File: src/rtl/serial_subtractor.sv
// Digit-serial unsigned subtractor: d = a - b - bin, DIGIT bits per cycle, LSB digit first.
// Define SERIAL_SUBTRACTOR_SAT_EN to clamp a borrowing result to zero.
module serial_subtractor #(
  parameter int WIDTH = 8,
  parameter int DIGIT = 1
) (
  input  logic             clk,
  input  logic             rst,
  input  logic             in_valid,
  output logic             in_ready,
  input  logic [WIDTH-1:0] a,
  input  logic [WIDTH-1:0] b,
  input  logic             bin,
  output logic             out_valid,
  input  logic             out_ready,
  output logic [WIDTH-1:0] d,
  output logic             b_out,
  output logic [1:0]       fsm_state
);

  localparam int STEPS = WIDTH / DIGIT;
  localparam int CW    = $clog2(STEPS) + 1;

  generate
    if (WIDTH < 1 || DIGIT < 1 || (WIDTH % DIGIT) != 0) begin : g_bad_params
      $error("serial_subtractor: DIGIT must divide WIDTH and both must be >= 1");
    end
  endgenerate

  // Handshake: a transfer happens on a clk edge where valid and ready are both 1;
  // in_ready is high only in IDLE, out_valid only in DONE, and DONE holds until out_ready.
  typedef enum logic [1:0] {
    IDLE = 2'd0,
    RUN  = 2'd1,
    DONE = 2'd2
  } state_t;

  state_t           state;
  logic [WIDTH-1:0] a_r;
  logic [WIDTH-1:0] b_r;
  logic [WIDTH-1:0] d_r;
  logic [CW-1:0]    cnt;
  logic             borrow;
  logic             valid_r;
  logic             bout_r;

  logic [DIGIT:0]   sub;
  logic [WIDTH-1:0] diff_w;
  logic [WIDTH-1:0] d_next;
  logic [WIDTH-1:0] d_final;

  // Operands shift right each step; result digits enter at the top so the
  // last step leaves digit 0 at the LSB.
  always_comb begin
    sub     = {1'b0, a_r[DIGIT-1:0]} - {1'b0, b_r[DIGIT-1:0]} - (DIGIT+1)'(borrow);
    diff_w  = WIDTH'(sub[DIGIT-1:0]);
    d_next  = (d_r >> DIGIT) | (diff_w << (WIDTH - DIGIT));
`ifdef SERIAL_SUBTRACTOR_SAT_EN
    d_final = sub[DIGIT] ? '0 : d_next;
`else
    d_final = d_next;
`endif
  end

  always_ff @(posedge clk or posedge rst) begin
    if (rst) begin
      state   <= IDLE;
      a_r     <= '0;
      b_r     <= '0;
      d_r     <= '0;
      cnt     <= '0;
      borrow  <= 1'b0;
      valid_r <= 1'b0;
      bout_r  <= 1'b0;
    end else begin
      case (state)
        IDLE: begin
          if (in_valid) begin
            a_r    <= a;
            b_r    <= b;
            borrow <= bin;
            cnt    <= '0;
            d_r    <= '0;
            state  <= RUN;
          end
        end
        RUN: begin
          a_r    <= a_r >> DIGIT;
          b_r    <= b_r >> DIGIT;
          borrow <= sub[DIGIT];
          cnt    <= cnt + CW'(1);
          if (cnt == CW'(STEPS - 1)) begin
            d_r     <= d_final;
            bout_r  <= sub[DIGIT];
            valid_r <= 1'b1;
            state   <= DONE;
          end else begin
            d_r <= d_next;
          end
        end
        DONE: begin
          if (out_ready) begin
            valid_r <= 1'b0;
            state   <= IDLE;
          end
        end
        default: state <= IDLE;
      endcase
    end
  end

  assign in_ready  = (state == IDLE);
  assign out_valid = valid_r;
  assign d         = d_r;
  assign b_out     = bout_r;
  assign fsm_state = state;

endmodule

File: config.mk
export PLATFORM = sky130hd
export DESIGN_NAME = serial_subtractor
export DESIGN_NICKNAME = d
export VERILOG_FILES = /design/src/rtl/serial_subtractor.sv
export SDC_FILE = /design/constraint.sdc
export NUM_CORES = 1
export LEC_CHECK = 0
export ABC_AREA = 1
export CORE_MARGIN = 10
export CORE_UTILIZATION = 49
export CTS_CLUSTER_SIZE = 25
export DETAILED_ROUTE_END_ITERATION = 8
export HOLD_SLACK_MARGIN = 0.03
export PLACE_DENSITY = 0.78
export REMOVE_ABC_BUFFERS = 1
export SETUP_SLACK_MARGIN = 0.1
export SYNTH_ARGS = -nofsm -noshare
export SYNTH_HDL_FRONTEND = slang
export SYNTH_SLANG_ARGS = --single-unit
File: constraint.sdc
create_clock -name clk -period 1.6 [get_ports clk]
set_input_delay 0.48 -clock clk [delete_from_list [all_inputs] [get_ports clk]]
set_output_delay 0.48 -clock clk [all_outputs]
set_load 0.01 [all_outputs]
# == After elaboration in Yosys (flattened, before gate mapping) ==
# Index checks and enable logic that the tools add are counted.
# totals
register_bits,33
latch_bits,0
ramBits,0
rom_bits,0
inputBits,21
out_inout_bits,13
wordCells,42
mem_count,0
# op_classes
add_sub_neg,3
multipliers,0
n_div,0
order_cmp,0
eq_ne,6
shifts,0
muxes,17
bitwise,1
reduce_logical,7
# ops
operator,n
8-bit one-hot mux with 2 select lines,3
8-bit two-way mux,3
7-bit by 8-bit OR with 8-bit output,1
4-bit one-hot mux with 2 select lines,1
2-bit two-way mux,3
"2-bit inequality test, second input constant",3
2-bit one-hot mux with 3 select lines,1
3-bit AND reduction,2
"4-bit by 1-bit adder with 4-bit output, second input constant",1
"4-bit by 3-bit == test with 1-bit output, second input constant",1
4-bit two-way mux,1
1-bit one-hot mux with 2 select lines,2
2-bit AND reduction,2
2-bit nonzero test,2
1-bit two-way mux,3
"2-bit by 1-bit == test with 1-bit output, second input constant",1
"2-bit == test, second input constant",1
2-bit logical NOT,1
1-bit by 1-bit subtractor with 2-bit output,1
2-bit by 1-bit subtractor with 2-bit output,1

# == Depth between registers and ports, before layout ==
# Gate-level depths: netlist (run 1).
# logic_depth
word_depth,4
mapped_depth,6

# == Least setup slack after synthesis (run 1) ==
# No wires, ideal clock.
# synth_timing
path_type,reg2out
from,"register state[0], in the netlist fsm_state[0]"
to,output port in_ready
t_arrival_ps,864
path_slack_ps,256
stages_incl_launch_ff,3
path_cell_list,dfrtp_1 nor2_2 buf_2
# synth_via
elab_chain_len,1
# synth_lines
item,line,text
from (decl),38,state_t state;
from (signal assigned),67,state <= IDLE;
from (signal assigned),84,state <= RUN;
from (signal assigned),96,state <= DONE;
2-bit logical NOT,112,assign in_ready = (state == IDLE);
to (decl),10,"output logic in_ready,"
# Every way passes these cells.

# == Final worst setup path (run 1) ==
# layout_timing
from,"register d_r[5], in the netlist d[5]"
to,output port d[5]
# layout_rtl
item,line,text
from (decl),41,logic [WIDTH-1:0] d_r;
from (signal assigned),93,d_r <= d_final;
from (signal assigned),98,d_r <= d_next;
to (decl),16,"output logic [WIDTH-1:0] d,"
# No word-level cell between the ends.

==> results list, run 1 <==
- The flow ran to the end, and the final reports show no timing, DRC or antenna violations.
* First-pass GRT wire length: 5750 um
- Die Outline Area: about 5600 um2
* Delay-heaviest family, CP: flip-flops
- After detailed routing, the number of remaining DRC violations is 0.
- Crit-path max cell delay: 0.38 ns
* Combinational family with the most area after synthesis: simple AND/OR/NAND/NOR gates
- Power per unit of standard cell area: 1690 nW/um2
* Ys Warns: 0
- Number of placed I/O pins: 34
* Startpoint class of the critical path: flop
- Count of nets left with antenna violations after detail routing: 0
- In this run, the number of DRC markers left after iteration 0 of detailed routing was about 120.
- Overall Global Routing Usage: between 10% and 20%
- Deepest level of the CTS H-tree: 2
- CTS root buffer: sky130_fd_sc_hd__clkbuf_4
* Area occupied by registers: 826 um2
- Critical path peak fanout: 2
- The tool flagged a number of max-cap violations equal to 0.
- Worst Path Arrival: a little under 1 ns
- Maximum number of pins on one net before global-route repair: 34
- Syn Inst Count: roughly 170
- After Yosys synthesis, XOR and XNOR cells account for 0% of the synthesized area.
- Overall routed net length: between 3000 and 4000 um
- Maximum vdd drop: roughly 0.0012 V
- For this run the aggregate overflow at the end of global routing stands at 0.
- Final critical delay including setup and external delays: between 1 and 1.5 ns
- On the critical path, the stage with the largest delay is an instance of sky130_fd_sc_hd__dfrtp_1.
- The share of synthesized area in the top cell type comes to a little under three fifths.
- The most used flip-flop cell after synthesis is sky130_fd_sc_hd__dfrtp_1.
* Total Negative Setup Slacks: 0 ns
- Cells taking the most area after synthesis: sky130_fd_sc_hd__dfrtp_1 56%, sky130_fd_sc_hd__nand3_1 18%, sky130_fd_sc_hd__nand2_1 8.6%, sky130_fd_sc_hd__inv_1 3.3%, sky130_fd_sc_hd__o22ai_1 2.5%
- Routed len/inst: 13.9 um
* Final Slew Violations: 0
* Crit path buf inv count: 1
* Filler cell count in the final layout: 234
* Tot Pwr: 3280 uW
- Synthesis inferred 33 register bits.
- Proportion of layout cells with a drive suffix above 1: 11.8%
- For the worst setup path, the data required time is 1.12 ns.
- The number of global-route vias before repair was 1312.
- The number of endpoints with negative hold slack in the final report came to 0.
* Die boundary width: between 70 and 80 um
- The floorplan has 19 rows.
- The critical path goes through dlygate4sd2_1.
* Final #Nets: 234
* Mean number of vias per cell: around 5.3
* Post-Syn Area: 1480 um2
- In the finished design, the share of the clock period the worst path needs comes to about nine tenths.
* Area occupied by multi-input gates: roughly 540 um2
- Summed over all instances, the cell type with the most area after synthesis is sky130_fd_sc_hd__dfrtp_1.
- No sink is reached through more buffers than the 2 on the longest clock path.
- CP endpoint kind: output port
- 0 antenna diodes ended up in the layout.
- Worst Max-Slew Pin Slew: ~0.25 ns
* Overall via count from detail_route: ~1300
- The number of antenna violations at the first check in global routing is 0.
* Static leakage: 0.000945 uW
- Synthesis-to-layout area growth: 30.5%
* Area of the core: about 2800 um2
- Number of clock buffers inserted by TritonCTS: 5
- Setup repair after global routing missed its margin: yes
- Fin Hold WS: 0.498 ns
- Insertion delay to the later sink of the worst-skew pair: ~0.32 ns
- Input and output buffers added on the ports amount to 33.
* Detailed placement HPWL: 2500 um
- A synthesized cell averages ~8.8 um2.
- Clock tree from TritonCTS: yes
- The synthesized netlist devotes between 4 and 5% of its cell area to compound gates.
* RD Place Congestion: between 0.8 and 0.9
- Setup violations remaining at the end of the flow were counted as 0.
- Vertical die dimension: 75.0 um
* Clock transition at the registers of the reported paths: 0.09 ns
- For this run, the register share of the synthesized area comes to a little under three fifths.
* Class of the tightest hold or removal check: primary input to asynchronous set/reset pin
- Top cell types by occurrence after synthesis: 54 x sky130_fd_sc_hd__nand3_1, 34 x sky130_fd_sc_hd__nand2_1, 33 x sky130_fd_sc_hd__dfrtp_1, 13 x sky130_fd_sc_hd__inv_1
- Synth cell types: 19
- Of the post-synthesis cell area, the part taken by muxes is 0%.
- Of the total synthesized cell area, the portion taken by AND, OR, NAND and NOR gates is 29.3%.
- Async set or reset register ratio after synthesis: 100%
- Post-Route Skew: just under 0.007 ns
- First-pass iteration count of the detailed router: 4
- Sink count of the clock tree: 33
* Effective utilization at floorplan: a little over half
* Classification of the worst setup path: flop to output port
* Most frequent cell after synthesis: sky130_fd_sc_hd__nand3_1
- Adder-cell share of the synthesized area: under 10%
- Maximum operating frequency: between 600 and 700 MHz
- Measured against its own limit, the worst slew margin works out to between 80% and 90%.
- Counting flops with a built-in enable in the synthesized netlist gives 0.
-- flip-flops by register name (all words and copies together), names as in the netlist --
signal,cells
fsm_state,2
a_r,8
out_valid,1
b_out,1
b_r,8
d,8
cnt,4
borrow,1
-- placed cells by master, fill, tap and decap left out, drive strengths merged, types with 2 or more instances in the layout --
master          n
inv            15
o21ai           4
nor2            6
buf            15
o22ai           6
nand3          54
clkdlybuf4s15   8
nand2          35
clkbuf          9
dlygate4sd2     2
dfrtp          33
clkdlybuf4s50  20
-- path summary, 6_finish.rpt --
path / start / end / slack (ns) / cells past startpoint
max: d[5] / d[5] / 0.14 / 1
min: rst / d[1] / 0.50 / 3
max reg2reg: fsm_state[1] / d[6] / 0.26 / 6
min reg2reg: b_r[7] / b_r[6] / 0.50 / 2
max in group asynchronous: rst / cnt[1] / 0.94 / 3
min in group clk: b_r[7] / b_r[6] / 0.50 / 2
-- per-stage QoR --
step	setup WS (ns)	std cells	instance area (um2)	utilization (%)
CTS	0.113	240	1900	67.3
detailed placement	0.0447	232	1880	66.3
floorplan	0.186	158	1420	-
global placement	0.0663	232	1880	66.3
global route	0.0669	243	1940	68.5
finish	0.135	243	1940	68.5
-- logic make-up (layout without fill, tap and decap cells) --
group / count (synthesis) / in the layout
fa+ha+maj: 2 / 2
buf+inv: 25 / 69
flops: 33 / 33
simple gates: 96 / 96
compound gates: 12 / 12
-- power breakdown --
group | internal, uW | switching [uW] | leakage [uW]
registers | 1180 | 213 | 0.000423
clock network | 175 | 253 | 0.0000265
logic | 640 | 821 | 0.000496
-- what timing repair did --
item,4_1_cts,5_1_grt
setup buffers,0,3
hold buffers,0,0
resized for setup,21,9
setup endpoints to repair,13,11
-- final cells by class --
class,instances,share of cell area [%]
sequential,33,42.6
inverter,15,2.91
clock buffer,8,2.52
multi-input combinational,110,27.8
timing repair buffer,46,22.2
tap,31,2.00
-- per-layer routing --
metal | track usage, % | routed length, um | vias to the layer above
li1 | - | - | 646
met1 | 15.2 | 1490 | 604
met2 | 21.7 | 1650 | 36
met3 | 4.34 | 175 | 8
met4 | 3.99 | 60 | 0
met5 | 0 | 0 | -
Note: power is estimated with default switching activity, not from simulation.
==> run 2: changes to the inputs <==
Settings changed: CORE_ASPECT_RATIO set to 1.1.
==> run 2 against run 1 <==
Flip-flop and latch count unchanged. Die area hardly changed. Clock skew about the same. Core utilization decreased by 0.81 points. Global-route usage is 0.13 points higher. Cell area shrank 1.2%. Critical path depth increased by 1. Cell count increased by 1.2%. Combinational power is essentially flat. Count of clock-buffer cells in the layout shrank 2. Clock power is 4% higher. Critical endpoint is now in_ready.
==> results list, run 2 (synthesis gave the netlist of run 1 again) <==
- The count of maximum capacitance violations is 0 (unchanged).
- The switching share of power is 40.1% (was 39.3%).
* Proportion of layout cells with a drive suffix above 1: 16.9% (was 11.8%)
- Pre-CTS setup slack: 0.0203 ns (was 0.0447 ns)
* Final critical delay including setup and external delays: 1.49 ns (was 1.46 ns)
- Reg2reg start: cnt[0] (was fsm_state[1])
- The number of buffers inserted by hold repair at cts is 0 (unchanged).
- Detailed-routed wire length on met2: 1650 um (about the same)
* Area occupied by multi-input gates: 541 um2 (was 538 um2)
* Fraction of power consumed by the clock network: 13.7% (was 13.0%)
- The number of DRC violations after detailed routing was 0 (unchanged).
- The kind of end point of the critical path is an output port (unchanged).
- The register share of total power was 42.5% (was 42.4%).
* Maximum number of pins on one net before global-route repair: 34 (unchanged)
- The static leakage came to 0.000950 uW (was 0.000945 uW).
* Power per unit of standard cell area: 1700 nW/um2 (was 1690 nW/um2)
* Count of nets left with antenna violations after detail routing: 0 (unchanged)
- Final Slew Violations: 0 (unchanged)
- Final Setup Violations: 0 (unchanged)
* Die boundary width: 72.5 um (was 75.0 um)
- Number of DRC markers after the initial detailed-route iteration: 96 (was 122)
- Maximum operating frequency: 671 MHz (was 683 MHz)
- Class of the tightest hold or removal check: primary input to asynchronous set/reset pin (unchanged)
* Req. time, crit path: 1.12 ns (about the same)
- Classification of the worst setup path: flop to output port (unchanged)
- The aggregate global routing overflow came to 0 (unchanged).
- Total Negative Setup Slacks: 0 ns (unchanged)
- Startpoint class of the critical path: flop (unchanged)
* Reg2Reg Depth: 6 (unchanged)
- First-pass iteration count of the detailed router: 6 (was 4)
* Post-Route Skew: 0.00678 ns (was 0.00683 ns)
- Die Outline Area: 5630 um2 (about the same)
- Overall Global Routing Usage: 13.0% (was 12.9%)
- The highest signal layer in the routed design was met4 (unchanged).
- Vias in the first global route: 1344 (was 1312)
- The post-route fraction of the period consumed by the critical path came to 93.2% (was 91.5%).
- The effective utilization at floorplan was 52.5% (about the same).
* Worst relative slew slack: 84.0% (was 83.5%)
* First-pass GRT wire length: 5970 um (was 5750 um)
- The via count of the routed design came to 1304 (was 1294).
- The met1 wire length was 1480 um (was 1490 um).
- Vertical die dimension: 77.7 um (was 75.0 um)
- Commonest cells after routing, fill and taps aside: 54 x sky130_fd_sc_hd__nand3_1, 33 x sky130_fd_sc_hd__nand2_1, 33 x sky130_fd_sc_hd__dfrtp_1, 20 x sky130_fd_sc_hd__clkdlybuf4s50_1 (was 54 x sky130_fd_sc_hd__nand3_1, 34 x sky130_fd_sc_hd__nand2_1, 33 x sky130_fd_sc_hd__dfrtp_1, 20 x sky130_fd_sc_hd__clkdlybuf4s50_1, 13 x sky130_fd_sc_hd__inv_1).
* Synthesis-to-layout area growth: 28.9% (was 30.5%)
* Clock tree from TritonCTS: yes (unchanged)
- Smallest setup slack after layout: 0.109 ns (was 0.135 ns)
- The routed wire length per instance is 13.9 um (about the same).
- Count of buffers from port buffering: 33 (unchanged)
- The count of standard-cell rows came to 20 (was 19).
- Status: completed (unchanged)
- Maximum vdd drop: 0.000992 V (was 0.00115 V)
* Deepest level of the CTS H-tree: 2 (unchanged)
* Routed wl met3: 248 um (was 175 um)
- The flip-flop and latch area is 826 um2 (unchanged).
* Setup slack on the worst flop-to-flop path: 0.33 ns (was 0.26 ns)
- Number of clock buffers inserted by TritonCTS: 5 (unchanged)
- The combinational share of power was 43.8% (was 44.6%).
- RD Place Congestion: 0.792 (was 0.838)
- The CTS root buffer is sky130_fd_sc_hd__clkbuf_4 (unchanged).
- End of the worst register-to-register path: b_out (was d[6])
- Setup repair after global routing missed its margin: yes (unchanged)
- The clock sink count is 33 (unchanged).
- The final net count came to 235 (was 234).
- Mean number of vias per cell: 5.30 (was 5.33)
- The number of antenna cells inserted was 0 (unchanged).
- Clock transition at the registers of the reported paths: 0.10 ns (was 0.09 ns)
- The number of antenna violations at the first check in global routing is 0 (unchanged).
- The slew at the pin closest to its max-slew limit is 0.239 ns (was 0.248 ns).
- The number of endpoints with negative hold slack in the final report came to 0 (unchanged).
- Critical path peak fanout: 2 (unchanged)
* Overall routed net length: 3430 um (was 3380 um)
- Insertion delay to the later sink of the worst-skew pair: 0.34 ns (was 0.32 ns)
* Switching power of the nets: 1310 uW (was 1290 uW)
- Detailed placement HPWL: 2520 um (was 2500 um)
* Most common library cell in the layout ignoring fill and taps: sky130_fd_sc_hd__nand3_1 (unchanged)
- CTS Buffer Depth: 2 (unchanged)
- The number of I/O pins came to 34 (unchanged).
* Filler cell count in the final layout: 248 (was 234)
- The standard cell core area is 2830 um2 (about the same).
- The internal power consumption came to 1950 uW (was 1990 uW).
* Worst Path Arrival: 1.01 ns (was 0.98 ns)
[run 2: cell count changes in the layout (fill, tap and decap cells not counted), sizes merged]
cell / delta
clkbuf: +5
clkdlybuf4s15: -5
clkinv: +2
dlygate4sd2: -2
buf: +1
[run 2: routing by layer]
layer | vias up | track usage (%)
li1 | 652 | -
met1 | 610 | 14.4
met2 | 36 | 21.0
met3 | 6 | 6.49
met4 | 0 | 4.75
met5 | - | 0
[run 2: worst max-delay path, stage by stage, from the launching register on]
cell and delay, ns:
sky130_fd_sc_hd__dfrtp_1 0.40, sky130_fd_sc_hd__nor2_2 0.13, sky130_fd_sc_hd__buf_2 0.15
[run 2: what timing repair did]
action / 4_1_cts / 5_1_grt
endpoints found under the setup margin: 13 / 13
resized for setup: 28 / 11
setup buffers: 2 / 2
[run 2: metrics by stage]
stage | area (um2) | cells | utilization [%] | total power, uW | hold WS [ns]
floorplan | 1420 | 158 | - | 2210 | 0.466
global placement | 1880 | 234 | 66.5 | 2830 | 0.454
detailed placement | 1880 | 234 | 66.5 | 2900 | 0.463
CTS | 1930 | 244 | 68.4 | 3300 | 0.473
global route | 1910 | 246 | 67.7 | 3590 | 0.494
finish | 1910 | 246 | 67.7 | 3260 | 0.479
[run 2: worst max path at each step]
stage                       startpoint            to  slack (ns)  cells after the start
after global placement    fsm_state[0]      in_ready        0.04                      2
after floorplan           fsm_state[1]  fsm_state[0]        0.19                      6
after CTS                 fsm_state[1]  fsm_state[1]        0.09                      2
after global routing      fsm_state[1]      in_ready        0.03                      2
after detailed placement      in_valid          d[2]        0.02                      4
final                     fsm_state[1]      in_ready        0.11                      2
[run 2: layout make-up]
cell class / count / area share (%)
Timing Repair Buffer: 47 / 20.8
Multi-Input combinational cell: 110 / 28.3
Clock buffer: 6 / 2.16
Inverter: 15 / 2.94
Clock inverter: 2 / 0.523
Tap cell: 33 / 2.16
Sequential cell: 33 / 43.2
[run 2: power groups by stage]
stage | clock network, uW | logic [uW] | registers, uW
finish | 446 | 1430 | 1390
global route | 504 | 1650 | 1440
CTS | 458 | 1450 | 1390
detailed placement | 0 | 1480 | 1410
global placement | 0 | 1430 | 1390
floorplan | 0 | 778 | 1430
